<file path="src/rtl/mm_display_scheduler.sv">
// Display sequencer for the Mastermind seven-segment path: shares the four digits
// between the guess editor and the scoring unit, and drives cursor blink, timed feedback and win flash.
module mm_display_scheduler #(
  parameter int unsigned BLINK_DIV   = 25_000_000,
  parameter int unsigned SHOW_CYCLES = 100_000_000
) (
  input  logic       clk,
  input  logic       rst_n,
  input  logic [2:0] guess_d0,
  input  logic [2:0] guess_d1,
  input  logic [2:0] guess_d2,
  input  logic [2:0] guess_d3,
  input  logic [1:0] cursor,
  input  logic       edit_en,
  input  logic       fb_valid,
  input  logic [2:0] fb_exact,
  input  logic [2:0] fb_partial,
  output logic       fb_ready,
  input  logic       new_game,
  output logic [2:0] d0,
  output logic [2:0] d1,
  output logic [2:0] d2,
  output logic [2:0] d3,
  output logic [3:0] blank,
  output logic       showing_fb,
  output logic       win
);

  localparam int unsigned BW = $clog2(BLINK_DIV);
  localparam int unsigned HW = $clog2(SHOW_CYCLES);
  localparam logic [BW-1:0] BLINK_LAST = BW'(BLINK_DIV - 1);
  localparam logic [HW-1:0] HOLD_LAST  = HW'(SHOW_CYCLES - 1);

  typedef enum logic [1:0] {
    EDIT     = 2'd0,
    FEEDBACK = 2'd1,
    WIN      = 2'd2
  } state_t;

  state_t        r_state;
  state_t        w_state_nxt;
  logic [BW-1:0] r_blink_cnt;
  logic [BW-1:0] w_blink_cnt_nxt;
  logic          r_phase;
  logic          w_phase_nxt;
  logic [HW-1:0] r_hold;
  logic [2:0]    r_exact;
  logic [2:0]    r_partial;
  logic [1:0]    r_cursor_q;
  logic          w_accept;
  logic          w_restart;
  logic [2:0]    r_d0, r_d1, r_d2, r_d3;
  logic [3:0]    r_blank;
  logic          r_showing_fb;
  logic          r_win;
  logic [2:0]    w_d0, w_d1, w_d2, w_d3;
  logic [3:0]    w_blank;

  assign fb_ready = (r_state == EDIT) && !new_game;
  assign w_accept = fb_valid && fb_ready;

  always_comb begin
    w_state_nxt = r_state;
    if (new_game) begin
      w_state_nxt = EDIT;
    end else begin
      unique case (r_state)
        EDIT:     if (w_accept) w_state_nxt = (fb_exact == 3'd4) ? WIN : FEEDBACK;
        FEEDBACK: if (r_hold == HOLD_LAST) w_state_nxt = EDIT;
        WIN:      w_state_nxt = WIN;
        default:  w_state_nxt = EDIT;
      endcase
    end
  end

  // Blink restarts visible on every state entry and on each cursor move while editing.
  assign w_restart = (w_state_nxt != r_state) ||
                     ((r_state == EDIT) && (cursor != r_cursor_q));

  always_comb begin
    w_blink_cnt_nxt = r_blink_cnt + BW'(1);
    w_phase_nxt     = r_phase;
    if (w_restart) begin
      w_blink_cnt_nxt = '0;
      w_phase_nxt     = 1'b1;
    end else if (r_blink_cnt == BLINK_LAST) begin
      w_blink_cnt_nxt = '0;
      w_phase_nxt     = !r_phase;
    end
  end

  // Blank uses the phase being registered this edge so a moved cursor shows at once.
  always_comb begin
    w_d0    = guess_d0;
    w_d1    = guess_d1;
    w_d2    = guess_d2;
    w_d3    = guess_d3;
    w_blank = '0;
    unique case (r_state)
      EDIT: begin
        if (edit_en && !w_phase_nxt) w_blank = 4'b0001 << cursor;
      end
      FEEDBACK: begin
        w_d3    = r_exact;
        w_d2    = r_partial;
        w_d1    = '0;
        w_d0    = '0;
        w_blank = 4'b0011;
      end
      WIN: begin
        w_blank = {4{!w_phase_nxt}};
      end
      default: w_blank = '0;
    endcase
  end

  always_ff @(posedge clk or negedge rst_n) begin
    if (!rst_n) begin
      r_state      <= EDIT;
      r_blink_cnt  <= '0;
      r_phase      <= 1'b1;
      r_hold       <= '0;
      r_exact      <= '0;
      r_partial    <= '0;
      r_cursor_q   <= '0;
      r_d0         <= '0;
      r_d1         <= '0;
      r_d2         <= '0;
      r_d3         <= '0;
      r_blank      <= '0;
      r_showing_fb <= 1'b0;
      r_win        <= 1'b0;
    end else begin
      r_state     <= w_state_nxt;
      r_blink_cnt <= w_blink_cnt_nxt;
      r_phase     <= w_phase_nxt;
      r_cursor_q  <= cursor;
      if (r_state != FEEDBACK) r_hold <= '0;
      else                     r_hold <= r_hold + HW'(1);
      if (w_accept) begin
        r_exact   <= fb_exact;
        r_partial <= fb_partial;
      end
      r_d0         <= w_d0;
      r_d1         <= w_d1;
      r_d2         <= w_d2;
      r_d3         <= w_d3;
      r_blank      <= w_blank;
      r_showing_fb <= (r_state == FEEDBACK);
      r_win        <= (r_state == WIN);
    end
  end

  assign d0         = r_d0;
  assign d1         = r_d1;
  assign d2         = r_d2;
  assign d3         = r_d3;
  assign blank      = r_blank;
  assign showing_fb = r_showing_fb;
  assign win        = r_win;

endmodule

</file>
<file path="config.mk">
export PLATFORM = sky130hd
export DESIGN_NAME = mm_display_scheduler
export DESIGN_NICKNAME = d
export VERILOG_FILES = /design/src/rtl/mm_display_scheduler.sv
export SDC_FILE = /design/constraint.sdc
export NUM_CORES = 1
export LEC_CHECK = 0
export ABC_AREA = 1
export BUFFER_PORTS_ARGS = -buffer_cell sky130_fd_sc_hd__buf_4
export CORE_ASPECT_RATIO = 0.7
export CORE_MARGIN = 1
export CORE_UTILIZATION = 30
export CTS_CLUSTER_SIZE = 28
export DETAILED_ROUTE_END_ITERATION = 8
export MAX_ROUTING_LAYER = met4
export SYNTH_ARGS = -nofsm -noshare
export SYNTH_HDL_FRONTEND = slang
export SYNTH_SLANG_ARGS = --single-unit
</file>
<file path="constraint.sdc">
create_clock -name clk -period 2.1 [get_ports clk]
set_input_delay 0.105 -clock clk [delete_from_list [all_inputs] [get_ports clk]]
set_output_delay 0.105 -clock clk [all_outputs]
set_load 0.01 [all_outputs]
</file>
==> summary.txt <==
Xor-xnor portion of the synthesized cell area = 0.0267
# DRC = 0
Synth Area in Compound Gates = 0.0667
WS Path Type = flop to flop
Slowest cell on the critical path = dfrtp_1
Initial Utilization = 0.313
Core Rows = 34
Final setup violation count = 0
Layout Nets = 571
Post-synthesis mux area share = 0.0114
Pwr/cell area = 711 mW/mm²
Critical Path Start = r_blink_cnt[0]$_DFF_PN0_
Outcome = completed
Layout Skew = 4.54 ps
Area fraction of the dominant cell type after synthesis = 0.508
Commonest non-fill, non-tap cell in the layout = nand2_1
Fin. max-slew vios = 0
Syn_area_per_cell = 8.33 µm²
Sink Count = 81
Tightest Pin Transition = 513 ps
Worst setup SP type = flop
Yosys top cell by area = dfrtp_1
Layout cell share with drive strength beyond 1 = 0.177
Top cells by area, synth = dfrtp_1 (51%), nand2_1 (8.5%), nor2_1 (7.1%)
Min-Delay Path Class = input port to flop
Worst slack, placed = 121 ps
Total gr overflow = 0
Reg2Reg Setup Slack = 210 ps
Worst-Skew Late Latency = 330 ps
Crit share post-route = 0.900
Core box area = 0.0126 mm²
Port buffer count = 43
Die width = 139 µm
WL per Instance = 12.4 µm
RR Startpoint = r_blink_cnt[0]$_DFF_PN0_
Worst Path Arrival = 2110 ps
Antenna diodes = 0
DRT Pass-1 Iters = 7
Synth Area in Simple Gates = 0.300
H-tree depth = 3
Register area = 0.00203 mm²
Post-Route WL = 8810 µm
Worst-path clk slew = 60 ps
Worst setup margin = 210 ps
Total GRT Usage = 0.145
Syn nets = 500
Num CTS Buffers = 9
Via density = 4.54
CTS tree = yes
Multi-input gate area = 0.00164 mm²
Worst endpoint required time = 2320 ps
Gpl congestion = 0.823
Full die area = 0.0136 mm²
Crit path time final = 1890 ps
F_max = 529 MHz
Max transition margin = 0.657
Clock Path Buffers = 2
Post-Synthesis Cell Area = 0.00394 mm²
Lkg Pwr = 0.00222 µW
Largest net degree at the start of global routing = 51
Final hold vios = 0
Max-cap violations = 0
Adder-cell share of the synthesized area = 0.00635
Commonest non-fill, non-tap cells in the layout = nand2_1 (88), dfrtp_1 (80), nor2_1 (74)
Drt first-iter violations = 149
Hold Startpoint = fb_exact[2]
First-pass GRT wire length = 15200 µm
Worst R2R End = r_blink_cnt[23]$_DFF_PN0_
CP max stage delay = 370 ps
Fillers = 1250
Antenna violations before repair = 0
Clock root buffer = clkbuf_16
# IOs = 44
Hpwl dp = 6330 µm
Flops & latches, synth = 81
DIE HEIGHT = 97.9 µm
Cell-by-cell trace of the critical path = nand3_1 > nor3_1 > nand4_1 > nor2_1 > nand4_1 > xor2_1 > nor2_1
Post-route ant nets = 0
Ys Warns = 0
Depth of the worst register-to-register path = 7
Largest family of logic cells by synthesized area = simple AND/OR/NAND/NOR gates
Post-synthesis sequential area ratio = 0.515
Syn Inst Count = 473
Area grow syn2layout = 26.2%
CP endpoint kind = flop
Vias in the first global route = 3138
Worst Setup EP = r_blink_cnt[23]$_DFF_PN0_
Max VDD drop = 400 µV
Vias = 3225
Cell variety after synth = 30
Final core utilization = 0.395
CP max FO = 4
-- timing repair --
| action | in CTS | in global routing |
|---|---|---|
| endpoints found under the hold margin | 45 | 1 |
| resized for setup | 0 | 6 |
| hold buffers | 16 | 1 |
| endpoints found under the setup margin | 0 | 26 |
| setup buffers | 0 | 2 |
-- stage by stage --
stage | power (µW) | hold WS (ps) | TNS (ps) | std cells | instance area (µm²)
6_report | 3530 | 22.1 | 0 | 710 | 4970
2_1_floorplan | 1830 | -191 | 0 | 473 | 3940
3_5_place_dp | 1990 | 80.0 | 0 | 676 | 4480
4_1_cts | 3590 | 1.59 | 0 | 707 | 4930
5_1_grt | 3710 | 25.3 | -13.6 | 710 | 4970
3_3_place_gp | 1980 | 77.8 | 0 | 676 | 4480
-- cell usage after synthesis --
cell      number
a211oi_1       1
a21oi_1       27
a31oi_1        1
and3_1         1
buf_6          1
clkbuf_1       4
dfrtp_1       80
dfstp_2        1
ha_1           2
inv_1         71
mux2_2         4
nand2_1       89
nand2_2        4
nand2_4        2
nand3_1       16
nand3_2        3
nand3_4        2
nand4_1       10
nor2_1        75
nor2_2         3
nor2_4         8
nor3_1        24
nor3_2         1
nor3b_1        3
nor4_1         5
nor4_2         1
o21ai_0       21
o21ai_2        1
xnor2_1        5
xor2_1         7
-- kinds of logic (layout without fill, tap and decap cells) --
family	Yosys count	count (layout)
mux	4	4
simple gates	247	247
compound gates	51	51
buf+inv	76	151
fa+ha+maj	2	2
flops	81	81
xor+xnor	12	12
-- cell type report --
| class | count | share of cell area |
|---|---|---|
| clock buffers | 10 | 0.0481 |
| clock inverters | 5 | 0.0113 |
| inverters | 71 | 0.0536 |
| multi-input cells | 316 | 0.329 |
| flip-flops and latches | 81 | 0.408 |
| well taps | 162 | 0.0408 |
| repair buffers | 65 | 0.109 |
-- power by group --
part	internal (µW)	total, µW	switching, µW
Clock	944	1560	613
Sequential	1620	1650	27.1
Combinational	145	332	187
Total	2710	3530	827
-- how the worst min path moves through the flow --
stage	end	slack, ps	cells after the start
2_1_floorplan	blank[0]$_DFF_PN0_	-190	0
3_3_place_gp	r_hold[3]$_DFF_PN0_	80	1
3_5_place_dp	r_hold[3]$_DFF_PN0_	80	1
4_1_cts	r_partial[2]$_DFFE_PN0N_	2	2
5_1_grt	r_exact[2]$_DFFE_PN0N_	30	2
6_report	r_exact[2]$_DFFE_PN0N_	20	2
-- metal layers --
| metal | vias up | GRT usage | routed length [µm] |
|---|---|---|---|
| met3 | 12 | 0.0329 | 401 |
| met4 | 0 | 0.0462 | 102 |
| met5 | - | - | 0 |
| met1 | 1494 | 0.204 | 4620 |
| li1 | 1646 | - | - |
| met2 | 73 | 0.204 | 3690 |
-- critical path: cells and delay by family (launching register included) --
kind | cells | cell delay, ps
xor gates and xnor gates | 1 | 160
DFF | 1 | 370
and+or+nand+nor | 6 | 1240
-- registers in the layout, summed over array words and instances, names as in the netlist --
name,cells
blank,4
r_state,2
r_phase,1
d0,3
r_partial,3
d1,3
r_exact,3
d3,3
r_cursor_q,2
showing_fb,1
r_hold,27
r_blink_cnt,25
win,1
d2,3
Power figures use the tool's default switching activity.
